<file path="src/rtl/ahb_wb_bridge_if.sv">
// Bus bundle between an AHB-Lite master / Wishbone slave environment and the bridge.
// The slave modport is the bridge's view; the master modport is the environment's view.
interface ahb_wb_bridge_if #(
  parameter int unsigned DATA_W = 32,
  parameter int unsigned ADDR_W = 8
);
  // AHB-Lite side
  logic [31:0]         haddr;
  logic [DATA_W-1:0]   hwdata;
  logic                hwrite;
  logic [2:0]          hsize;
  logic [2:0]          hburst;
  logic                hsel;
  logic [1:0]          htrans;
  logic                hready;
  logic [3:0]          hprot;
  logic [DATA_W-1:0]   hrdata;
  logic                hresp;
  logic                hreadyout;

  // Wishbone classic side
  logic [ADDR_W-1:0]   wb_adr_o;
  logic [DATA_W-1:0]   wb_dat_o;
  logic [DATA_W-1:0]   wb_dat_i;
  logic [DATA_W/8-1:0] wb_sel_o;
  logic                wb_we_o;
  logic                wb_cyc_o;
  logic                wb_stb_o;
  logic                wb_ack_i;
  logic                wb_err_i;

  modport slave (
    input  haddr, hwdata, hwrite, hsize, hburst, hsel, htrans, hready, hprot,
    output hrdata, hresp, hreadyout,
    output wb_adr_o, wb_dat_o, wb_sel_o, wb_we_o, wb_cyc_o, wb_stb_o,
    input  wb_dat_i, wb_ack_i, wb_err_i
  );

  modport master (
    output haddr, hwdata, hwrite, hsize, hburst, hsel, htrans, hready, hprot,
    input  hrdata, hresp, hreadyout,
    input  wb_adr_o, wb_dat_o, wb_sel_o, wb_we_o, wb_cyc_o, wb_stb_o,
    output wb_dat_i, wb_ack_i, wb_err_i
  );
endinterface

</file>
<file path="src/rtl/ahb_wb_bridge.sv">
// AHB-Lite slave to Wishbone classic master bridge. One Wishbone cycle per accepted
// AHB beat, with size/alignment/window checks, byte-lane generation, a Wishbone
// timeout and a two-cycle AHB ERROR response.
module ahb_wb_bridge #(
  parameter int unsigned DATA_W  = 32,
  parameter int unsigned ADDR_W  = 8,
  parameter int unsigned SEL_BIT = 28,
  parameter int unsigned TIMEOUT = 255
) (
  input  logic           clk,
  input  logic           rst_n,
  ahb_wb_bridge_if.slave bus
);

  localparam int unsigned SelW      = DATA_W / 8;
  localparam int unsigned OffW      = $clog2(SelW);
  localparam int unsigned CntW      = (TIMEOUT > 0) ? $clog2(TIMEOUT + 1) : 1;
  localparam bit          TimeoutEn = (TIMEOUT != 0);
  localparam logic [2:0]  MaxSize   = 3'(OffW);
  // Last counter value before it would reach TIMEOUT; a cycle without ack here times out.
  localparam logic [CntW-1:0] CntLast = TimeoutEn ? CntW'(TIMEOUT - 1) : '0;

  typedef enum logic [2:0] {StIdle, StWdata, StWbreq, StErr1, StErr2} state_e;

  state_e            state_q, state_d;
  logic              cyc_q, cyc_d;
  logic              we_q, we_d;
  logic [ADDR_W-1:0] adr_q, adr_d;
  logic [SelW-1:0]   sel_q, sel_d;
  logic [DATA_W-1:0] dat_q, dat_d;
  logic [DATA_W-1:0] rdata_q, rdata_d;
  logic [CntW-1:0]   cnt_q, cnt_d;

  logic [OffW-1:0]   off;
  logic [OffW-1:0]   align_mask;
  logic [SelW-1:0]   size_mask;
  logic [SelW-1:0]   sel_dec;
  logic              accept;
  logic              chk_fail;
  logic              timeout_hit;

  assign off    = bus.haddr[OffW-1:0];
  assign accept = bus.hsel & bus.hready & bus.htrans[1];

  // Decode transfer size into a lane mask and an offset alignment mask.
  always_comb begin
    size_mask  = '0;
    align_mask = '0;
    for (int b = 0; b < int'(SelW); b++) begin
      size_mask[b] = (b < (1 << int'(bus.hsize)));
    end
    for (int i = 0; i < int'(OffW); i++) begin
      align_mask[i] = (i < int'(bus.hsize));
    end
  end

  assign sel_dec     = size_mask << off;
  assign chk_fail    = (bus.hsize > MaxSize) | (|(off & align_mask)) | ~bus.haddr[SEL_BIT];
  assign timeout_hit = TimeoutEn && (cnt_q == CntLast);

  // Next-state and datapath update for the transfer FSM.
  always_comb begin
    state_d = state_q;
    cyc_d   = cyc_q;
    we_d    = we_q;
    adr_d   = adr_q;
    sel_d   = sel_q;
    dat_d   = dat_q;
    rdata_d = rdata_q;
    cnt_d   = cnt_q;
    unique case (state_q)
      StIdle, StErr2: begin
        state_d = StIdle;
        if (accept) begin
          if (chk_fail) begin
            state_d = StErr1;
            rdata_d = '0;
          end else begin
            adr_d = bus.haddr[ADDR_W-1:0];
            we_d  = bus.hwrite;
            sel_d = sel_dec;
            if (bus.hwrite) begin
              state_d = StWdata;
            end else begin
              state_d = StWbreq;
              cyc_d   = 1'b1;
              cnt_d   = '0;
            end
          end
        end
      end
      StWdata: begin
        dat_d   = bus.hwdata;
        state_d = StWbreq;
        cyc_d   = 1'b1;
        cnt_d   = '0;
      end
      StWbreq: begin
        if (bus.wb_err_i) begin
          cyc_d   = 1'b0;
          rdata_d = '0;
          state_d = StErr1;
        end else if (bus.wb_ack_i) begin
          cyc_d   = 1'b0;
          state_d = StIdle;
          if (!we_q) begin
            rdata_d = bus.wb_dat_i;
          end
        end else if (timeout_hit) begin
          cyc_d   = 1'b0;
          rdata_d = '0;
          state_d = StErr1;
        end else begin
          cnt_d = cnt_q + CntW'(1);
        end
      end
      StErr1: begin
        state_d = StErr2;
      end
      default: begin
        state_d = StIdle;
      end
    endcase
  end

  // State and output registers; reset also kills any Wishbone cycle in flight.
  always_ff @(posedge clk or negedge rst_n) begin
    if (!rst_n) begin
      state_q <= StIdle;
      cyc_q   <= 1'b0;
      we_q    <= 1'b0;
      adr_q   <= '0;
      sel_q   <= '0;
      dat_q   <= '0;
      rdata_q <= '0;
      cnt_q   <= '0;
    end else begin
      state_q <= state_d;
      cyc_q   <= cyc_d;
      we_q    <= we_d;
      adr_q   <= adr_d;
      sel_q   <= sel_d;
      dat_q   <= dat_d;
      rdata_q <= rdata_d;
      cnt_q   <= cnt_d;
    end
  end

  assign bus.hreadyout = ~((state_q == StWdata) | (state_q == StWbreq) | (state_q == StErr1));
  assign bus.hresp     = (state_q == StErr1) | (state_q == StErr2);
  assign bus.hrdata    = rdata_q;
  assign bus.wb_cyc_o  = cyc_q;
  assign bus.wb_stb_o  = cyc_q;
  assign bus.wb_we_o   = we_q;
  assign bus.wb_adr_o  = adr_q;
  assign bus.wb_sel_o  = sel_q;
  assign bus.wb_dat_o  = dat_q;

  // Burst type, protection and upper address bits carry no meaning here.
  logic unused_inputs;
  assign unused_inputs = ^{bus.hburst, bus.hprot, bus.htrans[0], bus.haddr};

endmodule

</file>
<file path="src/flat_wrapper.sv">
// flat-port wrapper written by rule: the top's interface ports become plain ports
module ahb_wb_bridge_flat 
#(
  parameter int unsigned DATA_W  = 32,
  parameter int unsigned ADDR_W  = 8,
  parameter int unsigned SEL_BIT = 28,
  parameter int unsigned TIMEOUT = 255
)
  (clk, rst_n, bus_haddr, bus_hwdata, bus_hwrite, bus_hsize, bus_hburst, bus_hsel, bus_htrans, bus_hready, bus_hprot, bus_hrdata, bus_hresp, bus_hreadyout, bus_wb_adr_o, bus_wb_dat_o, bus_wb_sel_o, bus_wb_we_o, bus_wb_cyc_o, bus_wb_stb_o, bus_wb_dat_i, bus_wb_ack_i, bus_wb_err_i);
  ahb_wb_bridge_if #(.DATA_W(DATA_W), .ADDR_W(ADDR_W)) bus_i ();
  input  logic clk;
  input  logic rst_n;
  input wire logic [$bits(bus_i.haddr)-1:0] bus_haddr;
  input wire logic [$bits(bus_i.hwdata)-1:0] bus_hwdata;
  input wire logic [$bits(bus_i.hwrite)-1:0] bus_hwrite;
  input wire logic [$bits(bus_i.hsize)-1:0] bus_hsize;
  input wire logic [$bits(bus_i.hburst)-1:0] bus_hburst;
  input wire logic [$bits(bus_i.hsel)-1:0] bus_hsel;
  input wire logic [$bits(bus_i.htrans)-1:0] bus_htrans;
  input wire logic [$bits(bus_i.hready)-1:0] bus_hready;
  input wire logic [$bits(bus_i.hprot)-1:0] bus_hprot;
  output wire logic [$bits(bus_i.hrdata)-1:0] bus_hrdata;
  output wire logic [$bits(bus_i.hresp)-1:0] bus_hresp;
  output wire logic [$bits(bus_i.hreadyout)-1:0] bus_hreadyout;
  output wire logic [$bits(bus_i.wb_adr_o)-1:0] bus_wb_adr_o;
  output wire logic [$bits(bus_i.wb_dat_o)-1:0] bus_wb_dat_o;
  output wire logic [$bits(bus_i.wb_sel_o)-1:0] bus_wb_sel_o;
  output wire logic [$bits(bus_i.wb_we_o)-1:0] bus_wb_we_o;
  output wire logic [$bits(bus_i.wb_cyc_o)-1:0] bus_wb_cyc_o;
  output wire logic [$bits(bus_i.wb_stb_o)-1:0] bus_wb_stb_o;
  input wire logic [$bits(bus_i.wb_dat_i)-1:0] bus_wb_dat_i;
  input wire logic [$bits(bus_i.wb_ack_i)-1:0] bus_wb_ack_i;
  input wire logic [$bits(bus_i.wb_err_i)-1:0] bus_wb_err_i;
  assign bus_i.haddr = bus_haddr;
  assign bus_i.hwdata = bus_hwdata;
  assign bus_i.hwrite = bus_hwrite;
  assign bus_i.hsize = bus_hsize;
  assign bus_i.hburst = bus_hburst;
  assign bus_i.hsel = bus_hsel;
  assign bus_i.htrans = bus_htrans;
  assign bus_i.hready = bus_hready;
  assign bus_i.hprot = bus_hprot;
  assign bus_hrdata = bus_i.hrdata;
  assign bus_hresp = bus_i.hresp;
  assign bus_hreadyout = bus_i.hreadyout;
  assign bus_wb_adr_o = bus_i.wb_adr_o;
  assign bus_wb_dat_o = bus_i.wb_dat_o;
  assign bus_wb_sel_o = bus_i.wb_sel_o;
  assign bus_wb_we_o = bus_i.wb_we_o;
  assign bus_wb_cyc_o = bus_i.wb_cyc_o;
  assign bus_wb_stb_o = bus_i.wb_stb_o;
  assign bus_i.wb_dat_i = bus_wb_dat_i;
  assign bus_i.wb_ack_i = bus_wb_ack_i;
  assign bus_i.wb_err_i = bus_wb_err_i;
  ahb_wb_bridge #(.DATA_W(DATA_W), .ADDR_W(ADDR_W), .SEL_BIT(SEL_BIT), .TIMEOUT(TIMEOUT)) u_core (.clk(clk), .rst_n(rst_n), .bus(bus_i));
endmodule
</file>
<file path="config.mk">
export PLATFORM = sky130hd
export DESIGN_NAME = ahb_wb_bridge_flat
export DESIGN_NICKNAME = d
export VERILOG_FILES = /design/src/rtl/ahb_wb_bridge_if.sv /design/src/rtl/ahb_wb_bridge.sv /design/src/flat_wrapper.sv
export SDC_FILE = /design/constraint.sdc
export NUM_CORES = 1
export LEC_CHECK = 0
export ABC_CLOCK_PERIOD_IN_PS = 2300
export BUFFER_PORTS_ARGS = -buffer_cell sky130_fd_sc_hd__buf_2
export CORE_ASPECT_RATIO = 1.25
export CORE_MARGIN = 2
export CORE_UTILIZATION = 45
export CTS_CLUSTER_DIAMETER = 60
export DETAILED_ROUTE_END_ITERATION = 6
export PLACE_DENSITY = 0.79
export SLEW_MARGIN = 10
export SYNTH_ARGS = -nofsm -noshare
export SYNTH_HDL_FRONTEND = slang
export SYNTH_SLANG_ARGS = --single-unit
</file>
<file path="constraint.sdc">
create_clock -name clk -period 2.3 [get_ports clk]
set_input_delay 0.23 -clock clk [delete_from_list [all_inputs] [get_ports clk]]
set_output_delay 0.23 -clock clk [all_outputs]
set_load 0.1 [all_outputs]
</file>
==> run summary, run 1 <==
Fraction of registers with async set/reset -> 100%
First-pass GRT wire length -> 12.9 mm
Final core occ -> 59.7%
Commonest cells post-synth -> dfrtp_1 (89), mux2_2 (39), nand2_1 (39)
Filler cell count -> 724
Multi-input logic area -> 1490 um^2
Yosys top cell area share -> 56.1%
Hold Crit Class -> input port to flip-flop
Worst skew pair latency -> 0.35 ns
Crit path required time -> 2.57 ns
Clk pin slew, worst setup/hold paths -> 0.09 ns
Top_reg_cell synth -> dfrtp_1
Slew of the pin with the lowest slew margin -> 0.521 ns
Final setup viols -> 0
Arr. time, crit path -> 2.37 ns
Post-DP HPWL -> 6.04 mm
Starting Density -> 46.1%
Seq. cell area -> 2230 um^2
Multiplexer share of the synthesized area -> 19.9%
Share of layout cells above drive strength 1 -> 47.1%
Vias per cell -> 4.85
Syn avg cell area -> 11.9 um^2
Cell family with most CP delay -> buffers and inverters
Site Rows -> 38
Final hold violation count -> 0
Hold slack -> 0.105 ns
Worst path bufs/invs -> 2
Syn nets -> 450
Synth Area in Simple Gates -> 8.86%
Tot GR Track Use -> 17.0%
Crit-path slowest cell -> buf_4
DRT iter0 DRCs -> 107
RSZ-0062 raised after global routing -> no
Max-cap violations -> 0
Number of global-route vias before repair -> 2985
Area Overhead vs Synth -> 29.6%
Post-synthesis adder-cell area fraction -> 0.631%
Synth warn -> 0
Layout Skew -> 0.00643 ns
TritonCTS Buffers -> 9
CTS tree -> built
Mapped Cells -> 333
Die X -> 88.0 um
Register area share after synthesis -> 56.1%
Ant. Diodes -> 0
Design Area, Final -> 5140 um^2
Die Y-Extent -> 109 um
Final nets -> 615
Area after DPL -> 4890 um^2
Dominant cells by area after synthesis -> dfrtp_1 (56%), mux2_2 (11%), mux2i_1 (8.1%)
Post-CTS Repair Setup Buffers -> 0
Congestion Overflow GR -> 0
Sink Count -> 89
Top-count cell post-synth -> dfrtp_1
Post-cts resize count -> 0
I/O pins -> 196
Worst Reg2Reg Path Length in Cells -> 8
Crit start category -> flip-flop
Largest net degree at the start of global routing -> 39
Compound-Gate Fraction of Synth Area -> 7.82%
Core Area -> 8610 um^2
Max frequency -> 0.476 GHz
Gp weighted congestion -> 0.803
Worst setup path class -> flip-flop to flip-flop
Final ANT Viol Nets -> 0
Final Max Slew Viols -> 0
Flops & latches, synth -> 89
DR vias -> 3023
DR WL/cell -> 12.9 um
Die area -> 9590 um^2
CP peak stage delay -> 0.47 ns
Area leader, netlist -> dfrtp_1
Number of remaining DRC errors -> 0
Xor and xnor area share after synthesis -> 0%
Outcome -> finished clean
Root buffer cell -> clkbuf_8
Netlist cell types -> 50
Number of port buffers -> 164
Critical Path End Type -> flip-flop
Rel. slew slack -> 65.3%
Hold path depth -> 2
WL final -> 8.02 mm
CP max FO -> 32
Final min period -> 2.10 ns
Cell area after synthesis -> 3970 um^2
Pre-Repair DR Iteration Count -> 4
H-tree Lvls -> 3
Tcrit/Tclk final -> 91.4%
EDFF count, synth -> 0
CP cell instances -> inv_1, ha_1, and3_1, a211oi_4, nand2_1, nor3b_2, buf_4, mux2i_1
Setup TNS -> 0 ns
Initial antenna violation count -> 0
WP depth -> 8
Main combinational cell family by area after synthesis -> multiplexers
Max Root-Sink Buffers -> 2
-- registers in the layout (all words and copies together), names as in the netlist --
signal,count
u_core.state_q,3
u_core.cnt_q,8
u_core.bus.wb_dat_o,32
u_core.bus.wb_adr_o,8
u_core.bus.wb_we_o,1
u_core.bus.wb_cyc_o,1
u_core.bus.wb_sel_o,4
u_core.bus.hrdata,32
-- logic make-up (layout without fill, tap and decap cells) --
logic type	after synthesis	in the layout
flops	89	89
simple gates	69	69
mux	73	73
buf+inv	55	225
fa+ha+maj	2	2
compound gates	45	45
-- final timing paths --
path	to	slack, ns	start
max reg2reg	u_core.bus.hrdata[5]$_DFFE_PN0P_	0.20	u_core.cnt_q[0]$_DFFE_PN0P_
max in group asynchronous	u_core.bus.wb_dat_o[10]$_DFFE_PN0P_	1.33	rst_n
min in group asynchronous	u_core.bus.hrdata[13]$_DFFE_PN0P_	0.36	rst_n
min reg2reg	u_core.bus.wb_sel_o[0]$_DFFE_PN0P_	0.49	u_core.bus.wb_sel_o[0]$_DFFE_PN0P_
max	u_core.bus.hrdata[5]$_DFFE_PN0P_	0.20	u_core.cnt_q[0]$_DFFE_PN0P_
min	u_core.bus.wb_adr_o[7]$_DFFE_PN0P_	0.10	bus_haddr[7]
-- layer usage --
| metal | track usage [%] | part of all wire, % |
|---|---|---|
| met5 | 0 | 0 |
| met3 | 3.71 | 6.3 |
| met1 | 19.7 | 41 |
| met2 | 30.3 | 51 |
| met4 | 6.59 | 1.6 |
-- repair_timing --
action,4_1_cts,5_1_grt
hold buffers,1,0
hold endpoints to repair,33,0
endpoints found under the setup margin,0,0
-- placed cells by master, fill, tap and decap left out, drive strengths merged, types with 3 or more instances in the layout --
cell type,count
o21ai,13
o41ai,3
dfrtp,89
mux2,41
buf,171
a21o,3
o31ai,4
clkbuf,12
nand3,4
nor3b,3
inv,37
and3,4
mux2i,32
a21oi,10
nand2,39
nor2,6
-- stage by stage --
stage,setup WS [ns],cells
finish,0.198,623
global route,0.0283,623
CTS,0.181,623
detailed placement,0.209,606
global placement,0.258,606
floorplan,0.363,333
-- layout make-up --
type	instances	share of cell area, %
Inverter	37	2.70
Tap cell	120	2.92
Timing Repair Buffer	172	17.5
Sequential cell	89	43.3
Clock buffer	12	3.21
Multi-Input combinational cell	189	28.9
Clock inverter	4	1.44
Power of run 1 is not shown: default switching activity piles up to over one toggle a cycle in this logic, so the estimate is an artifact.
==> run 2: changes to the inputs <==
--- a/config.mk
+++ b/config.mk
@@ -5,7 +5,7 @@
 export SDC_FILE = /design/constraint.sdc
 export NUM_CORES = 1
 export LEC_CHECK = 0
-export ABC_CLOCK_PERIOD_IN_PS = 2300
+export ABC_CLOCK_PERIOD_IN_PS = 2350
 export BUFFER_PORTS_ARGS = -buffer_cell sky130_fd_sc_hd__buf_2
 export CORE_ASPECT_RATIO = 1.25
 export CORE_MARGIN = 2
@@ -13,6 +13,7 @@
 export CTS_CLUSTER_DIAMETER = 60
 export DETAILED_ROUTE_END_ITERATION = 6
 export PLACE_DENSITY = 0.79
+export RECOVER_POWER = 100
 export SLEW_MARGIN = 10
 export SYNTH_ARGS = -nofsm -noshare
 export SYNTH_HDL_FRONTEND = slang
==> constraint.sdc (replaced) <==
create_clock -name clk -period 2.35 [get_ports clk]
set_input_delay 0.235 -clock clk [delete_from_list [all_inputs] [get_ports clk]]
set_output_delay 0.235 -clock clk [all_outputs]
set_load 0.1 [all_outputs]
==> run 2 against run 1 <==
Net effect:
- critical path type unchanged
- critical path depth decreased by 4
- maximum frequency decreased by 3.0%
- sequential share of layout area increased by 0.96 points
- design area decreased by 2.2%
- setup slack got worse by 0.015 ns
- global-route usage increased by 0.94 points
- via count increased by 2.6%
- clock skew increased by 0.0018 ns
- sequential cell count unchanged
==> run summary, run 2 (synthesis gave the netlist of run 1 again) <==
Outcome -> finished clean (unchanged)
Worst skew pair latency -> 0.35 ns (about the same)
Die X -> 88.0 um (unchanged)
Hold slack -> 0.0971 ns (was 0.105 ns)
Post-Layout Cell Count -> 630 (was 623)
Setup TNS -> 0 ns (unchanged)
Arr. time, crit path -> 2.40 ns (was 2.37 ns)
Final setup viols -> 0 (unchanged)
DR vias -> 3102 (was 3023)
DRT iter0 DRCs -> 159 (was 107)
Dpl ws -> 0.0346 ns (was 0.209 ns)
Congestion Overflow GR -> 0 (unchanged)
Root buffer cell -> clkbuf_8 (unchanged)
Post-CTS Repair Setup Buffers -> 0 (unchanged)
Critical Path End Type -> flip-flop (unchanged)
Most frequent cells in the layout -> dfrtp_1 (89), buf_2 (82), clkbuf_1 (82) (was buf_2 (163), dfrtp_1 (89), mux2_2 (39), nand2_1 (39), inv_1 (37))
Area Overhead vs Synth -> 26.8% (was 29.6%)
Core Area -> 8610 um^2 (unchanged)
Tot GR Track Use -> 17.9% (was 17.0%)
Pre-Repair DR Iteration Count -> 4 (unchanged)
CTS tree -> built (unchanged)
Final hold violation count -> 0 (unchanged)
CP max FO -> 33 (was 32)
Crit path required time -> 2.58 ns (was 2.57 ns)
RSZ-0062 raised after global routing -> no (unchanged)
Ant. Diodes -> 0 (unchanged)
DR WL/cell -> 13.3 um (was 12.9 um)
Slew of the pin with the lowest slew margin -> 1.20 ns (was 0.521 ns)
Site Rows -> 38 (unchanged)
WL final -> 8.38 mm (was 8.02 mm)
Layout Skew -> 0.00826 ns (was 0.00643 ns)
Max-cap violations -> 0 (unchanged)
Initial antenna violation count -> 0 (unchanged)
Crit start category -> flip-flop (unchanged)
Inst Count DP -> 613 (was 606)
Hold Crit Class -> input port to flip-flop (unchanged)
Tcrit/Tclk final -> 92.2% (was 91.4%)
Die area -> 9590 um^2 (unchanged)
Final Max Slew Viols -> 0 (unchanged)
Sink Count -> 89 (unchanged)
Starting Density -> 46.1% (unchanged)
Final min period -> 2.17 ns (was 2.10 ns)
Vias per cell -> 4.92 (was 4.85)
Clk pin slew, worst setup/hold paths -> 0.08 ns (was 0.09 ns)
Share of layout cells above drive strength 1 -> 31.2% (was 47.1%)
Final nets -> 622 (was 615)
H-tree Lvls -> 3 (unchanged)
Number of global-route vias before repair -> 3024 (was 2985)
TritonCTS Buffers -> 9 (unchanged)
Max frequency -> 0.462 GHz (was 0.476 GHz)
Gp weighted congestion -> 0.828 (was 0.803)
Worst setup path class -> flip-flop to flip-flop (unchanged)
Commonest non-fill, non-tap cell in the layout -> dfrtp_1 (was buf_2)
Number of port buffers -> 164 (unchanged)
Die Y-Extent -> 109 um (unchanged)
Final ANT Viol Nets -> 0 (unchanged)
I/O pins -> 196 (unchanged)
Largest net degree at the start of global routing -> 52 (was 39)
Number of remaining DRC errors -> 0 (unchanged)
Post-DP HPWL -> 6.24 mm (was 6.04 mm)
Max Root-Sink Buffers -> 2 (unchanged)
Worst setup margin -> 0.183 ns (was 0.198 ns)
First-pass GRT wire length -> 13.5 mm (was 12.9 mm)
Rel. slew slack -> 20.5% (was 65.3%)
## run 2: cell count changes in the layout (fill, tap and decap cells not counted), moves of 2 or more
cell and delta:
buf_2 -81, mux2_1 +2, clkbuf_1 +82, clkinv_2 +2
clkbuf_2 +5, mux2_4 -2
## run 2: timing repair
| item | 4_1_cts | 5_1_grt |
|---|---|---|
| endpoints found under the hold margin | 38 | 0 |
| endpoints found under the setup margin | 0 | 25 |
| hold buffers | 1 | 0 |
| resized for setup | 0 | 1 |
## run 2: stage by stage
stage | instance area (um^2) | util (%)
final | 5030 | 58.4
after global placement | 4960 | 57.6
after detailed placement | 4960 | 57.6
after floorplan | 3970 | -
after global routing | 5030 | 58.4
after CTS | 5170 | 60.1
## run 2: layer usage
layer  vias to the layer above  track usage [%]  part of all wire, %
met4                         0             8.02                  1.8
li1                       1479                -                    -
met3                        17             4.69                  6.8
met5                         -                0                    0
met2                       120             31.0                   51
met1                      1486             20.7                   40
## run 2: worst max-delay path: stages (launching register included)
cell and delay [ns]:
dfrtp_1 0.47, clkbuf_1 0.18, nor3b_1 0.28, clkbuf_2 0.67, mux2_2 0.41
## run 2: area by class of cell
cell class	instances	area, um^2
Fill cell	772	3580
Sequential cell	89	2230
Multi-Input combinational cell	189	1480
Timing Repair Buffer	179	833
Clock buffer	11	151
Tap cell	120	150
Inverter	37	139
Clock inverter	5	53.8
## run 2: final timing paths
check | start | end | slack, ns | cells past startpoint
hold reg to reg | u_core.bus.wb_sel_o[2]$_DFFE_PN0P_ | u_core.bus.wb_sel_o[2]$_DFFE_PN0P_ | 0.50 | 1
setup reg to reg | u_core.state_q[0]$_DFFE_PN0P_ | u_core.bus.wb_dat_o[17]$_DFFE_PN0P_ | 0.18 | 4
setup / recovery | u_core.state_q[0]$_DFFE_PN0P_ | u_core.bus.wb_dat_o[17]$_DFFE_PN0P_ | 0.18 | 4
hold / removal | bus_haddr[7] | u_core.bus.wb_adr_o[7]$_DFFE_PN0P_ | 0.1 | 2
min in group asynchronous | rst_n | u_core.bus.hrdata[16]$_DFFE_PN0P_ | 0.55 | 2
max in group asynchronous | rst_n | u_core.bus.wb_dat_o[17]$_DFFE_PN0P_ | 0.48 | 3
Power of run 2 is left out for the same reason.
